[config.mk]
export PLATFORM = sky130hd
export DESIGN_NAME = digit_spike_window_counter
export DESIGN_NICKNAME = d
export VERILOG_FILES = /design/src/rtl/neuro_bridge_pkg.sv /design/src/rtl/digit_spike_window_counter_sat_counter.sv /design/src/rtl/digit_spike_window_counter.sv
export SDC_FILE = /design/constraint.sdc
export NUM_CORES = 1
export LEC_CHECK = 0
export BUFFER_PORTS_ARGS = -buffer_cell sky130_fd_sc_hd__buf_2
export CORE_MARGIN = 3
export CORE_UTILIZATION = 47
export DETAILED_ROUTE_END_ITERATION = 10
export PLACE_DENSITY = 0.7
export SLEW_MARGIN = 10
export SYNTH_ARGS = -nofsm -noshare
export SYNTH_HDL_FRONTEND = slang
export SYNTH_HIERARCHICAL = 1
export SYNTH_SLANG_ARGS = --single-unit
[constraint.sdc]
create_clock -name clk -period 1.8 [get_ports clk]
set_clock_uncertainty 0.15 [all_clocks]
set_input_delay 0.18 -clock clk [delete_from_list [all_inputs] [get_ports clk]]
set_output_delay 0.18 -clock clk [all_outputs]
set_load 0.03 [all_outputs]
[src/rtl/neuro_bridge_pkg.sv]
// Shared types and sizing helpers for the spike/rate-code bridge between
// char_pwm_gen and the neuron-side logic.
package neuro_bridge_pkg;

    typedef enum logic {
        IDLE = 1'b0,
        RUN  = 1'b1
    } state_e;

    localparam int WINDOW_CYCLES_DEF = 8;
    localparam int WIN_IDX_W_DEF     = $clog2(WINDOW_CYCLES_DEF);

    // Window-index width for a given window length (length is always >= 2).
    function automatic int win_idx_w(input int cycles);
        return (cycles < 2) ? 1 : $clog2(cycles);
    endfunction

endpackage

[src/rtl/digit_spike_window_counter_sat_counter.sv]
// Saturating accumulator with synchronous clear. count_upd is the value
// including this cycle's increment, so a window can close on it directly.
module sat_counter
    import neuro_bridge_pkg::*;
#(
    parameter int CNT_W = 4
) (
    input  logic             clk,
    input  logic             rst,
    input  logic             clr,
    input  logic             inc,
    output logic [CNT_W-1:0] count_upd
);

    localparam logic [CNT_W-1:0] MAX = '1;

    logic [CNT_W-1:0] count_q, count_d;

    always_comb begin
        count_upd = count_q;
        if (inc && (count_q != MAX))
            count_upd = count_q + CNT_W'(1);
        count_d = clr ? '0 : count_upd;
    end

    always_ff @(posedge clk) begin
        if (rst) count_q <= '0;
        else     count_q <= count_d;
    end

endmodule

[src/rtl/digit_spike_window_counter.sv]
// Counts rising edges and high cycles of the digit spike stream over
// back-to-back windows and hands each result out on a valid/ready port.
module digit_spike_window_counter
    import neuro_bridge_pkg::*;
#(
    parameter int WINDOW_CYCLES = 8,
    parameter int CNT_W         = 4
) (
    input  logic             clk,
    input  logic             rst,
    input  logic             enable,
    input  logic             digit,
    output logic [CNT_W-1:0] edge_count,
    output logic [CNT_W-1:0] high_count,
    output logic             count_valid,
    input  logic             count_ready,
    output logic             overrun
);

    localparam int              WIN_W    = win_idx_w(WINDOW_CYCLES);
    localparam logic [WIN_W-1:0] WIN_LAST = WIN_W'(WINDOW_CYCLES - 1);

    state_e           state_q, state_d;
    logic [WIN_W-1:0] win_q, win_d;
    logic             digit_q, digit_d;
    logic [CNT_W-1:0] edge_count_q, edge_count_d;
    logic [CNT_W-1:0] high_count_q, high_count_d;
    logic             count_valid_q, count_valid_d;
    logic             overrun_q, overrun_d;

    logic             acc_clr, edge_inc, high_inc, close;
    logic [CNT_W-1:0] edge_upd, high_upd;

    sat_counter #(.CNT_W(CNT_W)) u_edge_acc (
        .clk(clk), .rst(rst), .clr(acc_clr), .inc(edge_inc), .count_upd(edge_upd)
    );

    sat_counter #(.CNT_W(CNT_W)) u_high_acc (
        .clk(clk), .rst(rst), .clr(acc_clr), .inc(high_inc), .count_upd(high_upd)
    );

    always_comb begin
        state_d       = state_q;
        win_d         = win_q;
        digit_d       = digit_q;
        edge_count_d  = edge_count_q;
        high_count_d  = high_count_q;
        count_valid_d = count_valid_q;
        overrun_d     = overrun_q;
        acc_clr       = 1'b0;
        edge_inc      = 1'b0;
        high_inc      = 1'b0;
        close         = 1'b0;

        case (state_q)
            IDLE: begin
                acc_clr = 1'b1;
                win_d   = '0;
                digit_d = 1'b0;
                if (enable) state_d = RUN;
            end
            RUN: begin
                if (!enable) begin
                    // Abort wins even on the last window cycle; partial data is dropped.
                    state_d = IDLE;
                    acc_clr = 1'b1;
                    win_d   = '0;
                    digit_d = 1'b0;
                end else begin
                    edge_inc = digit & ~digit_q;
                    high_inc = digit;
                    digit_d  = digit;
                    if (win_q == WIN_LAST) begin
                        close   = 1'b1;
                        acc_clr = 1'b1;
                        win_d   = '0;
                    end else begin
                        win_d = win_q + WIN_W'(1);
                    end
                end
            end
            default: state_d = IDLE;
        endcase

        if (close) begin
            if (!count_valid_q || count_ready) begin
                edge_count_d  = edge_upd;
                high_count_d  = high_upd;
                count_valid_d = 1'b1;
            end else begin
                overrun_d = 1'b1;
            end
        end else if (count_valid_q && count_ready) begin
            count_valid_d = 1'b0;
        end
    end

    always_ff @(posedge clk) begin
        if (rst) begin
            state_q       <= IDLE;
            win_q         <= '0;
            digit_q       <= 1'b0;
            edge_count_q  <= '0;
            high_count_q  <= '0;
            count_valid_q <= 1'b0;
            overrun_q     <= 1'b0;
        end else begin
            state_q       <= state_d;
            win_q         <= win_d;
            digit_q       <= digit_d;
            edge_count_q  <= edge_count_d;
            high_count_q  <= high_count_d;
            count_valid_q <= count_valid_d;
            overrun_q     <= overrun_d;
        end
    end

    assign edge_count  = edge_count_q;
    assign high_count  = high_count_q;
    assign count_valid = count_valid_q;
    assign overrun     = overrun_q;

endmodule

Word-level counts from Yosys, hierarchy flattened
Cells that the tools add are included.
- output and inout port bits: 10
- register bits: 23
- reductions and logical operators: 10
- equal/unequal tests: 4
- bitwise gates (word level): 4
- multiplexer cells: 19
- add/subtract/negate cells: 3
- operators with widths (cell ; number):
    1-bit 2-to-1 mux ; 12
    4-bit by 1-bit adder with 4-bit output (second input constant) ; 2
    4-bit 2-to-1 mux ; 2
    4-bit != test (second input constant) ; 2
    3-bit 2-to-1 mux ; 2
    3-bit one-hot mux with 2 select lines ; 1
    2-bit AND reduction ; 3
    1-bit one-hot mux with 2 select lines ; 2
    3-bit by 1-bit adder with 3-bit output (second input constant) ; 1
    3-bit equality test (second input constant) ; 1
    1-bit logical AND ; 3
    1-bit inverter ; 3
    2-bit by 1-bit != test with 1-bit output (second input constant) ; 1
    2-bit nonzero test ; 1
    2-bit OR reduction ; 1
    1-bit bitwise AND ; 1
    1-bit logical NOT ; 1
    1-bit logical OR ; 1

Logic depth before layout (Yosys ltp)
Gate-level depths: netlist of run 1.
- depth in word-level cells: 6
- depth in mapped cells: 7
- depth with buffers taken out: 7

Hierarchy
The synthesis of run 1 kept the hierarchy.
- by module, submodules not included (module ; cells each ; times used ; area each (µm²)):
    digit_spike_window_counter ; 61 ; 1 ; 631.9
    sat_counter ; 23 ; 2 ; 220.2

Worst setup path after synthesis of run 1
No wires, ideal clock.
- path type: flip-flop to flip-flop
- from: reg state_q
- to: reg edge_count_q[0], in the netlist edge_count[0]
- arrival time: 1.363 ns
- required time: 1.578 ns
- cell stages (with the launch flop): 8
- period minus slack after synthesis: 1.585 ns
- buffers on the path: 0
- path slack: 0.215 ns
- cells stage by stage: dfxtp_1 nand3_1 nor2_1 inv_2 or3_4 nand2_1 nand2b_1 mux2i_1
- longest elaborated chain between the ends: 3
- elaborated cells on any way between the ends: 5
- classes of those cells: 3 x mux; 2 x reduce/logical
- ends and longest elaborated chain (item ; RTL line ; RTL):
    start: declaration ; digit_spike_window_counter.sv:23 ; state_e state_q, state_d;
    start signal: assignment ; digit_spike_window_counter.sv:108 ; state_q <= state_d;
    1-bit 2-to-1 mux ; digit_spike_window_counter.sv:55 ; case (state_q)
    net edge_inc ; digit_spike_window_counter.sv:31 ; logic acc_clr, edge_inc, high_inc, close;
    1-bit logical AND ; digit_spike_window_counter_sat_counter.sv:21 ; if (inc && (count_q != MAX))
    4-bit 2-to-1 mux ; digit_spike_window_counter_sat_counter.sv:21 ;
    net edge_upd[0] ; digit_spike_window_counter.sv:32 ; logic [CNT_W-1:0] edge_upd, high_upd;
    end signal: assignment ; digit_spike_window_counter.sv:111 ; edge_count_q <= edge_count_d;
    end: declaration ; digit_spike_window_counter.sv:26 ; logic [CNT_W-1:0] edge_count_q, edge_count_d;
The timed path passes the listed nets, and every way through them passes these cells.
A chain may end at the register's enable or synchronous reset.

Worst setup path after layout of run 1
- from: reg state_q
- to: reg high_count_q[0], in the netlist high_count[0]
- longest elaborated chain between the ends: 3
- elaborated cells on any way between the ends: 5
- classes of those cells: 3 x mux; 2 x reduce/logical
- ends and longest elaborated chain (item ; RTL line ; RTL):
    1-bit 2-to-1 mux ; digit_spike_window_counter.sv:55 ;
    1-bit logical AND ; digit_spike_window_counter_sat_counter.sv:21 ;
    4-bit 2-to-1 mux ; digit_spike_window_counter_sat_counter.sv:21 ;
    net high_upd[0] ; digit_spike_window_counter.sv:32 ;
    end signal: assignment ; digit_spike_window_counter.sv:112 ; high_count_q <= high_count_d;
    end: declaration ; digit_spike_window_counter.sv:27 ; logic [CNT_W-1:0] high_count_q, high_count_d;
The timed path passes the listed nets, and every way through them passes these cells.

==> results by group, run 1 <==
Clock tree
  – Clock Latency Late Sink: 310 ps
  – CTS Root Cell: clkbuf_4
  – Setup repair bufs after CTS: 0
  – CTS H-tree depth: 1
  – Clk buf depth: 2
  – CTS Buf Count: 3
  – CTS sink count: 23
  – Worst-path clk slew: 130 ps
  – TritonCTS clock tree: built

Critical path
  – Critical path type: flop to flop
  – Arrival time worst endpoint: 1820 ps
  – Crit path buffers/inverters: 2
  – Slowest-stage cell, CP: dfxtp_1
  – Crit-path max FO: 5
  – Worst setup startpoint: state_q$_SDFF_PP0_
  – CP delay by family, top: simple AND/OR/NAND/NOR gates
  – Startpoint types: flop
  – Reg-to-Reg Start: state_q$_SDFF_PP0_
  – Crit-path cells: nand3_1 -> inv_1 -> inv_2 -> or3_4 -> nand2_1 -> nand2b_1 -> mux2i_1
  – Worst setup EP type: flop
  – WP data required: 1900 ps
  – Slowest stage delay, CP: 400 ps

STA
  – Setup slack after layout: 82.9 ps
  – RSZ-0062 raised after global routing: yes
  – Fin crit share: 95.4%
  – Final Hold Vio Count: 0
  – Slew Viols, Final: 0
  – Worst-Margin Slew: 455 ps
  – F_max: 0.582 GHz
  – Final min period: 1720 ps
  – Slew HR: 69.7%
  – Setup violators final: 0

Hold path
  – Worst hold start: enable
  – HP Class: input pin to flop

Cells and area
  – Diode count: 0
  – Nets: 134
  – Filler instances: 179
  – Layout cells sized above 1: 27.4%
  – Area of the multi-input gates: 588 sq um
  – Reg area: 460 sq um
  – Finished Core Util: 58.6%
  – Most frequent cells in the layout: dfxtp_1, nand2b_1, buf_2
  – Layout area overhead: 12.6%
  – Commonest non-fill, non-tap cell in the layout: dfxtp_1

Yosys
  – Synth warn: 6
  – Register bit total from synthesis: 23
  – Compound-cell area share of the yosys netlist: 9.10%
  – Synth cell types: 32
  – Post-synth EDFFs: 0
  – Synthesized area per cell: 10.0 sq um
  – Mux cell area share after synthesis: 9.57%
  – Top_reg_cell synth: dfxtp_1
  – FFs w/ async S/R, synth: 0%
  – Xor-xnor portion of the synthesized cell area: 0%
  – Simple-Gate Fraction of Synth Area: 30.8%
  – Syn_nets: 116
  – Largest family of logic cells by synthesized area: simple AND/OR/NAND/NOR gates
  – Mapped cell area: 1070 sq um
  – Sequential fraction of the synthesis area: 42.9%
  – Cell count after synthesis: 107
  – Post-Synth Adder-Cell Area: 4.67%

Power
  – Static Leak: 0.000482 uW
  – Peak supply drop: 0.586 mV
  – PwrDens: 648 nW/um^2

Routing
  – Wirelength, routed: 1860 microns
  – Wire per inst: 12.3 microns
  – Pre-antenna DRT Iters: 4
  – DRC violation count after routing: 0
  – Final antenna-violating net count: 0
  – Via/cell ratio: 5.28
  – Via count of the routed design: 798
  – Starting DRT DRC Count: 9

GRT
  – Initial antenna violation count: 0
  – Largest net degree at the start of global routing: 31
  – Grt ovf: 0
  – Number of global-route vias before repair: 748
  – GRT Util Overall: 15.6%
  – First-pass GRT wire length: 3180 microns

Die
  – Die X: 53.8 microns
  – Num ports: 15
  – Initial Util: 52.0%
  – Total die area: 2890 sq um
  – Die Y: 53.8 microns
  – Rows: 16
  – Core Box Area: 2060 sq um

Placement
  – Post-DP HPWL: 1320 microns
  – Worst Setup Slack post-DPL: 69.2 ps
  – Port buffer count: 14
  – Placer Congestion: 0.733

Outcome
  – Status: finished clean

Flow run
  – Max-cap violations: 0
[synth_stat cells (3+ instances only)]
| library cell | n | area [sq um] |
|---|---|---|
| a31oi_1 | 3 | 18.8 |
| o21ai_0 | 4 | 20.0 |
| mux2i_1 | 8 | 80.1 |
| nor2b_1 | 3 | 18.8 |
| nand2_1 | 4 | 15.0 |
| nor3b_1 | 4 | 30.0 |
| ha_1 | 4 | 50.1 |
| dfxtp_1 | 23 | 460 |
| nor2_1 | 4 | 15.0 |
| nand2b_1 | 18 | 113 |
[state kept, by name, summed over array words and instances (netlist names)]
| name | flops |
|---|---|
| count_valid | 1 |
| digit_q | 1 |
| edge_count | 4 |
| high_count | 4 |
| overrun | 1 |
| state_q | 1 |
| u_edge_acc/count_q | 4 |
| u_high_acc/count_q | 4 |
| win_q | 3 |
[what timing repair did]
action | 4_1_cts | 5_1_grt
resized for setup | 0 | 2
endpoints found under the hold margin | 1 | 0
hold buffers | 1 | 0
endpoints found under the setup margin | 0 | 5
[area by class of cell]
| type | count | share of cell area (%) |
|---|---|---|
| Sequential cell | 23 | 38.1 |
| Tap cell | 27 | 2.80 |
| Clock buffer | 4 | 2.18 |
| Timing Repair Buffer | 16 | 7.25 |
| Multi-Input combinational cell | 78 | 48.7 |
| Inverter | 3 | 0.933 |
[logic make-up (layout without fill, tap and decap cells)]
family          count (synthesis)  after routing
mux                            10             10
buf+inv                         6             23
simple gates                   50             50
fa+ha+maj                       4              4
compound gates                 14             14
flops                          23             23
[routing by layer]
| metal | GRT usage (%) | vias up | part of all wire, % |
|---|---|---|---|
| met3 | 4.16 | 2 | 4.3 |
| met4 | 7.66 | 0 | 0.64 |
| li1 | - | 408 | - |
| met5 | 0 | - | 0 |
| met2 | 26.4 | 18 | 48 |
| met1 | 17.9 | 370 | 47 |
[worst register-to-register path, delay by kind of cell (launching register included)]
kind                   cells  cell delay (ps)
DFF                        1              400
buffers and inverters      2              270
muxes                      1              110
and+or+nand+nor            4              710
[stage by stage]
step / cell area [sq um] / TNS, ps / std cells / total power, uW / hold slack (ps)
floorplan: 1070 / 0 / 107 / 546 / 94.6
global placement: 1160 / 0 / 146 / 557 / 287
detailed placement: 1160 / 0 / 146 / 558 / 287
CTS: 1200 / 0 / 151 / 794 / 16.2
global route: 1210 / -17.3 / 151 / 827 / 68.4
finish: 1210 / 0 / 151 / 782 / 39.1
[where the power goes]
group	total [uW]	switching, uW	internal [uW]
clock	234	147	86.5
sequential	513	2.13	511
combinational	35.2	20.2	15.0
total	782	170	613
[final timing paths]
check / slack [ps] / cells after the start / to
worst max-delay path: 80 / 7 / high_count[0]$_SDFFE_PP0P_
worst max register to register: 80 / 7 / high_count[0]$_SDFFE_PP0P_
worst min register to register: 300 / 1 / win_q[0]$_SDFF_PP0_
worst min-delay path: 40 / 3 / count_valid$_SDFFE_PP0P_
(Power assumes the default switching activity.)
==> run 2: changes to the inputs <==
--- a/config.mk
+++ b/config.mk
@@ -5,11 +5,10 @@
 export SDC_FILE = /design/constraint.sdc
 export NUM_CORES = 1
 export LEC_CHECK = 0
-export BUFFER_PORTS_ARGS = -buffer_cell sky130_fd_sc_hd__buf_2
-export CORE_MARGIN = 3
 export CORE_UTILIZATION = 47
 export DETAILED_ROUTE_END_ITERATION = 10
-export PLACE_DENSITY = 0.7
+export DONT_BUFFER_PORTS = 1
+export PLACE_DENSITY = 0.65
 export SLEW_MARGIN = 10
 export SYNTH_ARGS = -nofsm -noshare
 export SYNTH_HDL_FRONTEND = slang
==> run 2 against run 1 <==
Compared with the run above: combinational power rose by 8.2%; flip-flop and latch count did not move; via count fell by 5.8%; cell area fell by 1.0%; count of clock-buffer cells in the layout did not move; sequential share of layout area rose by 0.40 points; global-route usage rose by 0.71 points; core utilization fell by 0.61 points; sequential power barely moved; die area fell by 14%; register-to-register slack improved by 40 ps; first-iteration DRC count fell by 78%.
==> results by group, run 2 (synthesis gave the netlist of run 1 again) <==
Routing
  – Wire per inst: 12.3 microns
  – Via/cell ratio: 5.26
  – Via count of the routed design: 752
  – Final antenna-violating net count: 0
  – Starting DRT DRC Count: 2
  – Pre-antenna DRT Iters: 4
  – DRC violation count after routing: 0
  – Wirelength, routed: 1760 microns

Critical path
  – Worst setup EP type: flop
  – Worst Reg-to-Reg Cells: 7
  – Critical path type: flop to flop
  – WP data required: 1900 ps
  – Startpoint types: flop
  – Crit-path max FO: 5
  – Arrival time worst endpoint: 1780 ps

Placement
  – Placed Area: 1100 sq um
  – Worst Setup Slack post-DPL: 79.3 ps
  – Port buffer count: 0
  – Post-DP HPWL: 1160 microns
  – Placer Congestion: 0.726

Cells and area
  – Nets: 126
  – Most frequent cells in the layout: dfxtp_1, nand2b_1, mux2i_1
  – Commonest non-fill, non-tap cell in the layout: dfxtp_1
  – Design Area, Final: 1190 sq um
  – Layout cells sized above 1: 18.1%
  – Diode count: 0
  – Layout area overhead: 11.4%

Clock tree
  – Clock Latency Late Sink: 310 ps
  – TritonCTS clock tree: built
  – Clk buf depth: 2
  – CTS H-tree depth: 1
  – Worst-path clk slew: 120 ps
  – CTS Buf Count: 3
  – CTS sink count: 23
  – CTS Root Cell: clkbuf_4

STA
  – Setup slack after layout: 120 ps
  – Slew Viols, Final: 0
  – Fin Setup TNS: 0 ps
  – Slew HR: 37.1%
  – Fin crit share: 93.3%
  – Final min period: 1680 ps
  – RSZ-0062 raised after global routing: yes
  – Final Hold Vio Count: 0
  – Setup violators final: 0
  – Worst-Margin Slew: 941 ps
  – F_max: 0.595 GHz
  – Final hold slack: 113 ps

Hold path
  – Hold depth: 3
  – HP Class: input pin to flop

GRT
  – GRT Util Overall: 16.3%
  – Grt ovf: 0
  – Initial antenna violation count: 0
  – Largest net degree at the start of global routing: 31
  – First-pass GRT wire length: 3000 microns
  – Number of global-route vias before repair: 725

Power
  – Static Leak: 0.000432 uW
  – PwrDens: 660 nW/um^2
  – Pwr Total: 788 uW
  – Peak supply drop: 0.341 mV

Outcome
  – Status: finished clean

Die
  – Die Y: 49.8 microns
  – Initial Util: 52.0%
  – Die X: 49.8 microns
  – Total die area: 2480 sq um
  – Rows: 16
  – Core Box Area: 2060 sq um
  – Num ports: 15

Flow run
  – Max-cap violations: 0
-- run 2: through the flow --
step,utilization (%),instances
CTS,57.6,143
floorplan,-,107
detailed placement,53.4,133
global placement,53.4,133
global route,57.9,143
finish,57.9,143
-- run 2: worst paths after layout --
check	start	slack [ps]	end
hold reg to reg	win_q[0]$_SDFF_PP0_	300	win_q[0]$_SDFF_PP0_
setup reg to reg	state_q$_SDFF_PP0_	120	high_count[0]$_SDFFE_PP0P_
setup / recovery	state_q$_SDFF_PP0_	120	high_count[0]$_SDFFE_PP0P_
hold / removal	enable	110	win_q[0]$_SDFF_PP0_
-- run 2: power by group --
part / internal [uW] / switching, uW / total (uW) / leakage [uW]
clock: 86.5 / 150 / 237 / 0.0000150
sequential: 511 / 2.13 / 513 / 0.000186
combinational: 18.3 / 19.8 / 38.1 / 0.000231
total: 616 / 172 / 788 / 0.000432
-- run 2: worst max-delay path, cell delays in order, from the launching register on --
cell and delay, ps:
dfxtp_1 400, nand3_1 180, inv_1 190, inv_2 60, or3_4 390, nand2_1 80, nand2b_1 50, mux2i_1 120
-- run 2: cell type report --
cell class	instances	area, sq um
Fill cell	191	867
Timing Repair Buffer	8	75.1
Sequential cell	23	460
Multi-Input combinational cell	78	588
Inverter	3	11.3
Clock buffer	4	26.3
Tap cell	27	33.8
-- run 2: layer usage --
metal	global-route usage [%]	share of wire [%]	vias up
li1	-	-	391
met1	18.5	47	341
met2	27.7	48	18
met3	2.78	3.9	2
met4	11.0	0.85	0
met5	0	0	-
-- run 2: repair_timing --
action,4_1_cts,5_1_grt
endpoints found under the hold margin,23,0
hold buffers,6,0
resized for setup,0,2
setup buffers,0,0
endpoints found under the setup margin,0,4
